**config.mk**
```make
export PLATFORM = sky130hd
export DESIGN_NAME = core_pipe_fetch_redirect
export DESIGN_NICKNAME = d
export VERILOG_FILES = /design/src/rtl/core_pipe_fetch_redirect_pkg.sv /design/src/rtl/core_pipe_fetch_redirect_fifo.sv /design/src/rtl/core_pipe_fetch_redirect.sv
export SDC_FILE = /design/constraint.sdc
export NUM_CORES = 1
export LEC_CHECK = 0
export ABC_AREA = 1
export CORE_MARGIN = 8
export CORE_UTILIZATION = 50
export DETAILED_ROUTE_END_ITERATION = 10
export PLACE_DENSITY_LB_ADDON = 0.3
export SYNTH_ARGS = -nofsm -noshare
export SYNTH_HDL_FRONTEND = slang
export SYNTH_SLANG_ARGS = --single-unit
```
**constraint.sdc**
```tcl
create_clock -name g_clk -period 8.74 [get_ports g_clk]
set_clock_uncertainty 0.05 [all_clocks]
set_input_delay 1.311 -clock g_clk [delete_from_list [all_inputs] [get_ports g_clk]]
set_output_delay 1.311 -clock g_clk [all_outputs]
set_load 0.02 [all_outputs]
```
**src/rtl/core_pipe_fetch_redirect_pkg.sv**
```systemverilog
// core_pipe_fetch_redirect_pkg: shared fetch buffer constants and entry width helper.
package core_pipe_fetch_redirect_pkg;
    localparam int FETCH_XL        = 63;
    localparam int FETCH_BUF_DEPTH = 4;
    localparam int FETCH_ENTRY_W   = 32 + 1 + FETCH_XL + 1;

    function automatic int fetch_entry_w(input int xl);
        return 32 + 1 + xl + 1;
    endfunction
endpackage

```
**src/rtl/core_pipe_fetch_redirect_fifo.sv**
```systemverilog
// core_pipe_fetch_fifo: synchronous FIFO with push, pop, flush and occupancy count.
module core_pipe_fetch_fifo #(
    parameter int DEPTH = 4,
    parameter int W     = 97
) (
    input  logic                       g_clk,
    input  logic                       g_resetn,
    input  logic                       push,
    input  logic                       pop,
    input  logic                       flush,
    input  logic [W-1:0]               wdata,
    output logic [W-1:0]               rdata,
    output logic [$clog2(DEPTH):0]     count
);
    localparam int AW = $clog2(DEPTH);
    logic [W-1:0]  mem [DEPTH];
    logic [AW-1:0] wr_ptr, rd_ptr;

    always_ff @(posedge g_clk or negedge g_resetn) begin
        if (!g_resetn) begin
            wr_ptr <= '0;
            rd_ptr <= '0;
            count  <= '0;
        end else if (flush) begin
            wr_ptr <= '0;
            rd_ptr <= '0;
            count  <= '0;
        end else begin
            wr_ptr <= wr_ptr + AW'(push);
            rd_ptr <= rd_ptr + AW'(pop);
            count  <= count + (AW+1)'(push) - (AW+1)'(pop);
        end
    end

    // Storage needs no reset; count alone decides what is visible.
    always_ff @(posedge g_clk) begin
        if (push && !flush) mem[wr_ptr] <= wdata;
    end

    assign rdata = mem[rd_ptr];
endmodule

```
**src/rtl/core_pipe_fetch_redirect.sv**
```systemverilog
// core_pipe_fetch_redirect: fetch responder that buffers imem words and restarts on an acked redirect.
// Defining CORE_FETCH_REDIRECT_STATS_EN adds saturating stat_redirects/stat_discards counters.
module core_pipe_fetch_redirect
    import core_pipe_fetch_redirect_pkg::*;
#(
    parameter int          XL         = FETCH_XL,
    parameter int          BUF_DEPTH  = FETCH_BUF_DEPTH,
    parameter logic [XL:0] RESET_ADDR = '0
) (
    input  logic          g_clk,
    input  logic          g_resetn,
    input  logic          cf_valid,
    output logic          cf_ack,
    input  logic [XL:0]   cf_target,
    output logic          imem_req,
    input  logic          imem_gnt,
    output logic [XL:0]   imem_addr,
    input  logic          imem_recv,
    input  logic [31:0]   imem_rdata,
    input  logic          imem_error,
    output logic          s1_valid,
    input  logic          s1_ready,
    output logic [31:0]   s1_data,
    output logic [XL:0]   s1_pc,
    output logic          s1_error
`ifdef CORE_FETCH_REDIRECT_STATS_EN
    ,
    output logic [31:0]   stat_redirects,
    output logic [31:0]   stat_discards
`endif
);
    localparam int CW = $clog2(BUF_DEPTH) + 1;
    localparam int EW = fetch_entry_w(XL);

    logic          active;
    logic [CW-1:0] outstanding, discard, fifo_count, inflight_next;
    logic [CW:0]   occupancy;
    logic [XL:0]   resp_pc;
    logic          grant, drop, push, pop;
    logic [EW-1:0] entry, head;

    // active holds imem_req low for the first cycle out of reset
    assign occupancy     = (CW+1)'(outstanding) + (CW+1)'(fifo_count);
    assign imem_req      = active && (occupancy < (CW+1)'(BUF_DEPTH));
    assign cf_ack        = cf_valid && (!imem_req || imem_gnt);
    assign grant         = imem_req && imem_gnt;
    assign drop          = imem_recv && (discard != '0);
    assign push          = imem_recv && !drop && !cf_ack;
    assign pop           = s1_valid && s1_ready && !cf_ack;
    assign s1_valid      = fifo_count != '0;
    assign inflight_next = outstanding + CW'(grant) - CW'(imem_recv);
    assign entry         = {imem_rdata, imem_error, resp_pc};
    assign {s1_data, s1_error, s1_pc} = head;

    always_ff @(posedge g_clk or negedge g_resetn) begin
        if (!g_resetn) begin
            active      <= 1'b0;
            imem_addr   <= {RESET_ADDR[XL:2], 2'b00};
            resp_pc     <= RESET_ADDR;
            outstanding <= '0;
            discard     <= '0;
        end else begin
            active      <= 1'b1;
            outstanding <= inflight_next;
            // every request still in flight after an ack belongs to the old path
            discard     <= cf_ack ? inflight_next : discard - CW'(drop);
            imem_addr   <= cf_ack ? {cf_target[XL:2], 2'b00} :
                           grant  ? imem_addr + (XL+1)'(4) : imem_addr;
            resp_pc     <= cf_ack ? cf_target :
                           push   ? {resp_pc[XL:2], 2'b00} + (XL+1)'(4) : resp_pc;
        end
    end

    core_pipe_fetch_fifo #(.DEPTH(BUF_DEPTH), .W(EW)) u_fifo (
        .g_clk    (g_clk),
        .g_resetn (g_resetn),
        .push     (push),
        .pop      (pop),
        .flush    (cf_ack),
        .wdata    (entry),
        .rdata    (head),
        .count    (fifo_count)
    );

`ifdef CORE_FETCH_REDIRECT_STATS_EN
    always_ff @(posedge g_clk or negedge g_resetn) begin
        if (!g_resetn) begin
            stat_redirects <= '0;
            stat_discards  <= '0;
        end else begin
            if (cf_ack && stat_redirects != '1) stat_redirects <= stat_redirects + 32'd1;
            if (drop && stat_discards != '1) stat_discards <= stat_discards + 32'd1;
        end
    end
`endif
endmodule

```
==> results.py, run 1 <==
metrics = {
    "run_status": {
        "outcome": "finished, final reports clean",
    },
    "global_route": {
        "grt_usage_pct": 26.6,
        "grt_max_degree": 115,
        "grt_pass1_wl_um": 118000,
        "grt_overflow_total": 0,
        "grt_pass1_vias": 20059,
        "antenna_found_initial": 0,
    },
    "placed_design": {
        "gp_congestion": 0.963,
        "port_buffers": 264,
        "hpwlAfterDp_um": 52500,
    },
    "power": {
        "internal-power_mw": 5.61,
        "switching_share_pct": 38.1,
        "power_frac_seq_pct": 42.1,
        "ir_drop_mv": 0.193,
        "power_density_mw_per_mm2": 303,
        "p_leak_nw": 11.0,
        "power.switching_mw": 3.44,
        "combPwrFrac_pct": 32.5,
        "p_clk_share_pct": 25.4,
    },
    "yosys": {
        "synth_xor_area_share_pct": 0.842,
        "ys_types": 43,
        "avgSynthCellArea_um2": 9.32,
        "synth_seq_area_share_pct": 60.7,
        "synth_area_leaders": "edfxtp_1 (47%), dfrtp_1 (14%), nand2_1 (8.4%), nor2_1 (8.4%), o21ai_0 (4.7%)",
        "synth_seq_cells": 528,
        "netlist_area_mm2": 0.0250,
        "synthMuxAreaShare_pct": 0,
        "synth-edff-count": 388,
        "synth-warning-count": 0,
        "synthCells": 2677,
        "synth_top_family_by_area": "simple AND/OR/NAND/NOR gates",
        "synth_ff_type": "edfxtp_1",
        "synth-compound-area-share_pct": 8.98,
        "synth_area_leader_cell": "edfxtp_1",
        "synth_adder_area_share_pct": 0.762,
        "synthArstFlopShare_pct": 26.5,
        "synth_commonest_cells": "nand2_1 (559), nor2_1 (559), edfxtp_1 (388)",
        "synthSimpleGateAreaFrac_pct": 24.1,
        "synth_largest_type_area_fraction_pct": 46.7,
    },
    "critical_path": {
        "cp.arrival_ns": 4.35,
        "cp-end-kind": "primary output",
        "crit_type": "reg -> out",
        "reg2reg_depth": 16,
        "r2r_setup_slack_ns": 5.00,
        "rr_endpoint": "u_fifo.count[2]",
        "cp.required_ns": 7.38,
        "cp_max_fo": 114,
        "startpoint_type": "flip-flop",
        "startpoint": "u_fifo.rd_ptr[0]",
        "reg2reg_from": "outstanding[2]",
    },
    "route": {
        "via_per_inst": 5.61,
        "drt-initial-drc-count": 1874,
        "ant_nets": 0,
        "num_vias": 20274,
        "firstDrtPassIters": 6,
        "routed_wirelength_um": 77200,
        "post_drt_wl_per_cell_um": 21.4,
        "drc": 0,
    },
    "sta": {
        "fin_setup_tns_ns": 0,
        "worst_pin_slew_ns": 1.13,
        "maxSlewViolCount": 0,
        "finalSetupViolCount": 0,
        "timing.hold.ws_ns": 0.466,
        "hold_viol": 0,
        "finalCritPeriodShare_pct": 65.3,
        "period_needed_ns": 5.71,
        "rsz0062_at_grt": "no",
        "fmax_mhz": 175,
        "slew_headroom_pct": 24.4,
    },
    "min_path": {
        "hold_path.startpoint": "resp_pc[0]",
        "hold_depth": 0,
        "holdPathEnd": "u_fifo.mem[3][0]",
        "hp-class": "reg -> reg",
    },
    "cts": {
        "cts_root_buf": "clkbuf_16",
        "ctsHoldBuffers": 0,
        "cts_tree": "done",
        "numCtsBuffers": 52,
        "clk_latency_ns": 0.61,
        "clock_sinks": 528,
        "cts_setup_buffers": 0,
        "htree_levels": 2,
        "cts_buffer_depth": 3,
        "cts_resized": 0,
        "clkTransAtPathRegs_ns": 0.06,
    },
    "job": {
        "maxCapViolations": 0,
    },
    "final_layout": {
        "fill_cells": 4205,
        "syn_to_final_growth_pct": 19.7,
        "layout-drive-gt1-share_pct": 6.05,
        "nets": 3016,
        "diodes": 0,
    },
    "floorplan": {
        "row_count": 82,
        "initial_utilization_pct": 50.1,
        "ios": 267,
        "die-area_mm2": 0.0573,
        "coreArea_mm2": 0.0498,
        "fp.dieW_um": 239,
        "die_y_um": 239,
    },
}
==> state kept, by name (all words and copies together) (netlist names) <==
register and cells:
discard 3, resp_pc 64, u_fifo.wr_ptr 2, active 1
u_fifo.rd_ptr 2, u_fifo.mem 388, u_fifo.count 3, outstanding 3
imem_addr 62
==> cells in the final DEF (no fill, tap or decap), types with 3 or more instances in the layout <==
cell type	instances
a21oi_1	37
nor3_1	12
clkbuf_16	53
nand4_1	38
inv_2	5
nand2_1	559
o21ai_0	233
nand3b_1	4
clkinv_2	12
edfxtp_1	388
nor2_8	3
nor2_2	25
nand3_1	176
xor2_1	13
clkdlybuf4s50_1	263
inv_1	158
nand3_2	3
a31oi_1	26
xnor2_1	11
clkbuf_1	7
nand2_4	4
nor2_1	559
o211ai_1	9
nor2_4	7
dfrtp_1	138
nor3_2	8
clkinvlp_4	4
or2_2	9
ha_1	12
o22ai_1	97
buf_12	4
buf_4	9
clkinv_1	11
conb_1	3
bufinv_16	7
nand2_2	13
==> cells by family (layout without fill, tap and decap cells) <==
kind of cell / Yosys count / after routing
other cells: 2 / 3
compound gates: 409 / 409
simple gates: 1423 / 1423
fa+ha+maj: 14 / 14
buf+inv: 277 / 540
xor+xnor: 24 / 24
flops: 528 / 528
==> layout make-up <==
cell class	count	area [µm²]	share of cell area [%]
flip-flops and latches	528	15200	50.7
multi-input cells	1873	8690	29.1
repair buffers	277	2790	9.34
clock buffers	61	1370	4.57
well taps	672	841	2.81
clock inverters	35	387	1.29
inverters	167	637	2.13
==> metal layers <==
layer / wire length, µm / track usage (%) / vias up
met3: 5520 / 4.34 / 120
met2: 36400 / 42.9 / 815
met4: 2570 / 9.08 / 0
li1: - / - / 9539
met5: 0 / 0 / -
met1: 32700 / 36.5 / 9800
==> per-stage QoR <==
step	total power [mW]	area [µm²]	instances	utilization [%]	setup slack, ns
final	9.05	29900	3613	60.0	3.03
after global routing	9.53	29900	3613	60.0	2.74
after CTS	9.09	29900	3613	60.0	2.95
after detailed placement	6.79	28100	3517	56.5	3.63
after global placement	6.72	28100	3517	56.5	3.75
after floorplan	5.39	25000	2678	-	-0.556
==> power by group through the flow <==
stage                     logic (mW)  clock network (mW)  registers, mW
after CTS                       2.97                2.33           3.79
final                           2.94                2.29           3.81
after global routing            3.24                2.43           3.86
after detailed placement        2.95                   0           3.84
after global placement          2.90                   0           3.82
after floorplan                 1.71                   0           3.68
==> worst max-delay path by stage <==
stage,end,slack (ns)
2_1_floorplan,u_fifo.mem[0][0],-0.56
3_3_place_gp,s1_pc[39],3.75
3_5_place_dp,s1_pc[17],3.63
4_1_cts,s1_pc[57],2.95
5_1_grt,s1_pc[39],2.74
6_report,s1_pc[57],3.03
==> critical path, stage by stage (launching register included) <==
cell,delay (ns)
dfrtp_4,0.79
inv_4,0.72
buf_4,0.94
o21ai_0,0.21
o22ai_1,0.26
clkdlybuf4s50_1,0.66
Power figures use the tool's default switching activity.
==> inputs of run 2 (changes only) <==
==> constraint.sdc (replaced) <==
create_clock -name g_clk -period 5.95 [get_ports g_clk]
set_clock_uncertainty 0.05 [all_clocks]
set_input_delay 0.8925 -clock g_clk [delete_from_list [all_inputs] [get_ports g_clk]]
set_output_delay 0.8925 -clock g_clk [all_outputs]
set_load 0.02 [all_outputs]
==> results.py, run 2 (synthesis gave the netlist of run 1 again) <==
metrics = {
    "run_status": {
        "outcome": "finished, final reports clean",
    },
    "sta": {
        "period_needed_ns": 4.39,
        "slew_headroom_pct": 32.2,
        "worst_pin_slew_ns": 1.02,
        "finalCritPeriodShare_pct": 73.8,
        "fin_setup_tns_ns": 0,
        "finalSetupViolCount": 0,
        "setup_ws_ns": 1.56,
        "rsz0062_at_grt": "no",
        "hold_viol": 0,
        "fmax_mhz": 228,
        "maxSlewViolCount": 0,
    },
    "final_layout": {
        "regMostFlops": "u_fifo.mem",
        "final_cell_area_mm2": 0.0301,
        "nets": 3025,
        "largest_register_ffs": 388,
        "layout-drive-gt1-share_pct": 6.43,
        "top_regs": "u_fifo.mem x388, resp_pc x64, imem_addr x62",
        "syn_to_final_growth_pct": 20.4,
        "final_cell_mix": "nand2_1 (559), nor2_1 (559), edfxtp_1 (388)",
        "fill_cells": 4181,
    },
    "placed_design": {
        "dp_slack_ns": 2.22,
        "hpwlAfterDp_um": 52800,
        "gp_congestion": 0.927,
        "port_buffers": 264,
        "placed_area_mm2": 0.0282,
    },
    "floorplan": {
        "die_y_um": 239,
        "coreArea_mm2": 0.0498,
        "die-area_mm2": 0.0573,
        "fp.dieW_um": 239,
        "row_count": 82,
        "initial_utilization_pct": 50.1,
        "ios": 267,
    },
    "cts": {
        "cts_buffer_depth": 3,
        "clkTransAtPathRegs_ns": 0.06,
        "numCtsBuffers": 54,
        "clk_latency_ns": 0.61,
        "clock_sinks": 528,
        "cts_tree": "done",
        "ctsHoldBuffers": 0,
        "htree_levels": 2,
        "cts_setup_buffers": 0,
        "cts_root_buf": "clkbuf_16",
        "cts_resized": 0,
    },
    "critical_path": {
        "worstPathCellList": "clkinv_2 -> buf_4 -> o21ai_0 -> o22ai_1 -> clkdlybuf4s50_1",
        "crit_slowest_cell": "dfrtp_2",
        "cp.arrival_ns": 3.45,
        "crit_type": "reg -> out",
        "slowest_delay_ns": 0.76,
        "reg2reg_depth": 11,
        "cp-end-kind": "primary output",
        "startpoint_type": "flip-flop",
        "cp_max_fo": 41,
        "cp.required_ns": 5.01,
    },
    "route": {
        "post_drt_wl_per_cell_um": 21.3,
        "drc": 0,
        "routed_wirelength_um": 77400,
        "drt-initial-drc-count": 1658,
        "via_per_inst": 5.62,
        "ant_nets": 0,
        "num_vias": 20395,
        "firstDrtPassIters": 5,
    },
    "power": {
        "ir_drop_mv": 0.332,
        "p_leak_nw": 11.1,
        "total_power_mw": 13.5,
        "power_density_mw_per_mm2": 449,
    },
    "job": {
        "maxCapViolations": 0,
    },
    "min_path": {
        "hp-class": "in -> async",
    },
    "global_route": {
        "grt_overflow_total": 0,
        "grt_usage_pct": 26.5,
        "antenna_found_initial": 1,
        "grt_pass1_wl_um": 117000,
        "grt_max_degree": 196,
        "grt_pass1_vias": 19865,
    },
}
==> run 2: cell count changes in the layout (fill, tap and decap cells not counted), sizes merged <==
cell and change:
buf +7, bufinv +2, clkbuf +4, clkinv -2, clkinvlp +1, diode +1, inv +1
==> run 2: layer usage <==
layer | vias up | GRT usage (%) | wire (µm)
met5 | - | 0 | 0
met4 | 0 | 11.5 | 3450
met2 | 784 | 42.9 | 36200
met1 | 9889 | 35.1 | 32700
li1 | 9577 | - | -
met3 | 145 | 4.21 | 5080
==> run 2: final timing paths <==
kind | end | start | slack (ns)
min in group g_clk | u_fifo.mem[1][1] | resp_pc[1] | 0.49
min | imem_addr[47] | g_resetn | 0.22
max | s1_pc[36] | u_fifo.rd_ptr[1] | 1.56
max in group asynchronous | u_fifo.count[1] | g_resetn | 4.50
max reg2reg | imem_addr[43] | outstanding[2] | 2.80
min reg2reg | u_fifo.mem[1][1] | resp_pc[1] | 0.49
==> run 2: final cells by class <==
class                           count  area, µm²  share of cell area [%]
Antenna cell                        1       2.50                 0.00833
Sequential cell                   528      15200                    50.4
Clock inverter                     37        432                    1.44
Multi-Input combinational cell   1873       8690                    28.9
Clock buffer                       65       1430                    4.77
Tap cell                          672        841                    2.80
Timing Repair Buffer              284       2860                    9.51
Inverter                          167        637                    2.12
==> run 2: metrics by stage <==
stage | hold WS, ns | std cells | util, %
2_1_floorplan | 0.427 | 2678 | -
3_3_place_gp | 0.458 | 3524 | 56.6
3_5_place_dp | 0.468 | 3524 | 56.6
4_1_cts | 0.242 | 3626 | 60.4
5_1_grt | 0.265 | 3626 | 60.4
6_report | 0.217 | 3627 | 60.4
==> run 2: power breakdown <==
group / internal, mW / leakage (nW) / switching (mW)
clock network: 2.11 / 0.900 / 1.43
registers: 4.63 / 5.17 / 0.916
logic: 1.67 / 5.06 / 2.75
total: 8.41 / 11.1 / 5.09
==> run 2: critical path: cells and delay by family (launching register included) <==
kind | cells | cell delay (ns)
DFF | 1 | 0.76
buffers and inverters | 3 | 1.76
AOI/OAI and AO/OA | 2 | 0.28
==> inputs of run 3 (changes only) <==
==> constraint.sdc (replaced) <==
create_clock -name g_clk -period 3.64 [get_ports g_clk]
set_clock_uncertainty 0.05 [all_clocks]
set_input_delay 0.546 -clock g_clk [delete_from_list [all_inputs] [get_ports g_clk]]
set_output_delay 0.546 -clock g_clk [all_outputs]
set_load 0.02 [all_outputs]
==> results.py, run 3 (synthesis gave the netlist of run 1 again) <==
metrics = {
    "power": {
        "p_leak_nw": 11.3,
        "ir_drop_mv": 0.418,
        "power.switching_mw": 8.32,
        "power_frac_seq_pct": 40.5,
        "p_clk_share_pct": 26.0,
        "internal-power_mw": 13.9,
        "power_density_mw_per_mm2": 732,
        "total_power_mw": 22.2,
        "switching_share_pct": 37.4,
        "combPwrFrac_pct": 33.4,
    },
    "global_route": {
        "grt_pass1_vias": 20160,
        "antenna_found_initial": 2,
        "grt_usage_pct": 26.2,
        "grt_pass1_wl_um": 116000,
        "grt_max_degree": 79,
        "grt_overflow_total": 0,
    },
    "critical_path": {
        "startpoint": "u_fifo.rd_ptr[0]",
        "crit_type": "reg -> out",
        "cpMostUsedCell": "buf_12",
        "crit_slowest_cell": "clkdlybuf4s50_1",
        "worstPathCellList": "buf_12 -> buf_12 -> o21ai_0 -> o22ai_1 -> clkdlybuf4s50_1",
        "cp.arrival_ns": 2.85,
        "cp.required_ns": 3.04,
        "startpoint_type": "flip-flop",
        "cp-end-kind": "primary output",
        "reg2reg_from": "outstanding[2]",
        "slowest_delay_ns": 0.69,
        "cp_max_fo": 78,
    },
    "cts": {
        "cts_buffer_depth": 3,
        "cts_resized": 0,
        "clk_latency_ns": 0.60,
        "ctsHoldBuffers": 1,
        "cts_tree": "done",
        "clkTransAtPathRegs_ns": 0.06,
        "htree_levels": 2,
        "cts_root_buf": "clkbuf_16",
        "cts_setup_buffers": 0,
        "numCtsBuffers": 53,
        "clock_sinks": 528,
    },
    "route": {
        "firstDrtPassIters": 8,
        "num_vias": 20632,
        "drt-initial-drc-count": 1713,
        "post_drt_wl_per_cell_um": 21.0,
        "ant_nets": 0,
        "via_per_inst": 5.66,
        "routed_wirelength_um": 76700,
        "drc": 0,
    },
    "final_layout": {
        "regMostFlops": "u_fifo.mem",
        "largest_register_ffs": 388,
        "layout-drive-gt1-share_pct": 7.07,
        "layout_commonest_cell": "nor2_1",
        "final_cell_mix": "nor2_1 (559), nand2_1 (558), edfxtp_1 (388)",
        "fill_cells": 4119,
        "diodes": 0,
        "final-seq-area_mm2": 0.0152,
        "syn_to_final_growth_pct": 21.8,
        "multi_input_area_mm2": 0.00873,
        "nets": 3044,
        "top_regs": "u_fifo.mem x388, resp_pc x64, imem_addr x62",
    },
    "floorplan": {
        "die_y_um": 239,
        "row_count": 82,
        "ios": 267,
        "coreArea_mm2": 0.0498,
        "fp.dieW_um": 239,
        "initial_utilization_pct": 50.1,
        "die-area_mm2": 0.0573,
    },
    "run_status": {
        "outcome": "finished, final reports clean",
    },
    "sta": {
        "fin_setup_tns_ns": 0,
        "maxSlewViolCount": 0,
        "rsz0062_at_grt": "no",
        "period_needed_ns": 3.45,
        "fmax_mhz": 290,
        "finalSetupViolCount": 0,
        "hold_viol": 0,
        "timing.hold.ws_ns": 0.473,
        "slew_headroom_pct": 47.8,
        "worst_pin_slew_ns": 0.783,
        "finalCritPeriodShare_pct": 94.7,
    },
    "min_path": {
        "hp-class": "in -> async",
    },
    "placed_design": {
        "port_buffers": 264,
        "gp_congestion": 0.947,
        "hpwlAfterDp_um": 52900,
    },
    "job": {
        "maxCapViolations": 0,
    },
}
[run 3: cell count changes in the layout (fill, tap and decap cells not counted), moves of 2 or more]
cell / change
nor3_2: -4
clkinv_2: +2
nor3_4: +4
clkinvlp_4: -2
buf_4: +7
buf_12: +12
[run 3: routing by layer]
metal | wire length, µm | vias to the layer above | track usage [%]
met1 | 32000 | 10023 | 34.9
met4 | 3590 | 2 | 11.9
met5 | 18 | - | 0
met3 | 5620 | 152 | 4.38
met2 | 35400 | 845 | 41.9
li1 | - | 9610 | -
[run 3: per-stage QoR]
stage                     worst slack [ns]  cell area, µm²  utilization [%]  std cells
after global placement               0.630           28500             57.3       3543
after CTS                            0.123           30400             61.1       3644
after floorplan                     -0.607           25000                -       2678
after global routing                0.0967           30400             61.1       3644
final                                0.193           30400             61.1       3644
after detailed placement             0.624           28500             57.3       3543
[run 3: path summary, 6_finish.rpt]
check	end	slack (ns)	cells past startpoint
max	s1_pc[2]	0.19	5
min	imem_addr[52]	0.47	2
max reg2reg	u_fifo.count[2]	0.81	15
min reg2reg	u_fifo.mem[0][1]	0.49	0
max in group asynchronous	resp_pc[58]	2.21	3
min in group g_clk	u_fifo.mem[0][1]	0.49	0
[run 3: final cells by class]
class	count	area share [%]
Clock buffer	62	4.58
Clock inverter	38	1.54
Inverter	167	2.09
Multi-Input combinational cell	1873	28.7
Sequential cell	528	49.9
Tap cell	672	2.77
Timing Repair Buffer	304	10.4
[run 3: power groups by stage]
stage | Sequential, mW | Combinational, mW | Clock (mW)
3_5_place_dp | 9.07 | 7.44 | 0
3_3_place_gp | 9.03 | 7.29 | 0
6_report | 9.01 | 7.43 | 5.79
2_1_floorplan | 8.81 | 4.12 | 0
5_1_grt | 9.13 | 8.11 | 6.10
4_1_cts | 8.97 | 7.48 | 5.85
[run 3: worst max-delay path, delay by kind of cell (launching register included)]
family | cells | cell delay, ns
AOI/OAI and AO/OA | 2 | 0.46
buffers and inverters | 3 | 1.30
DFF | 1 | 0.44
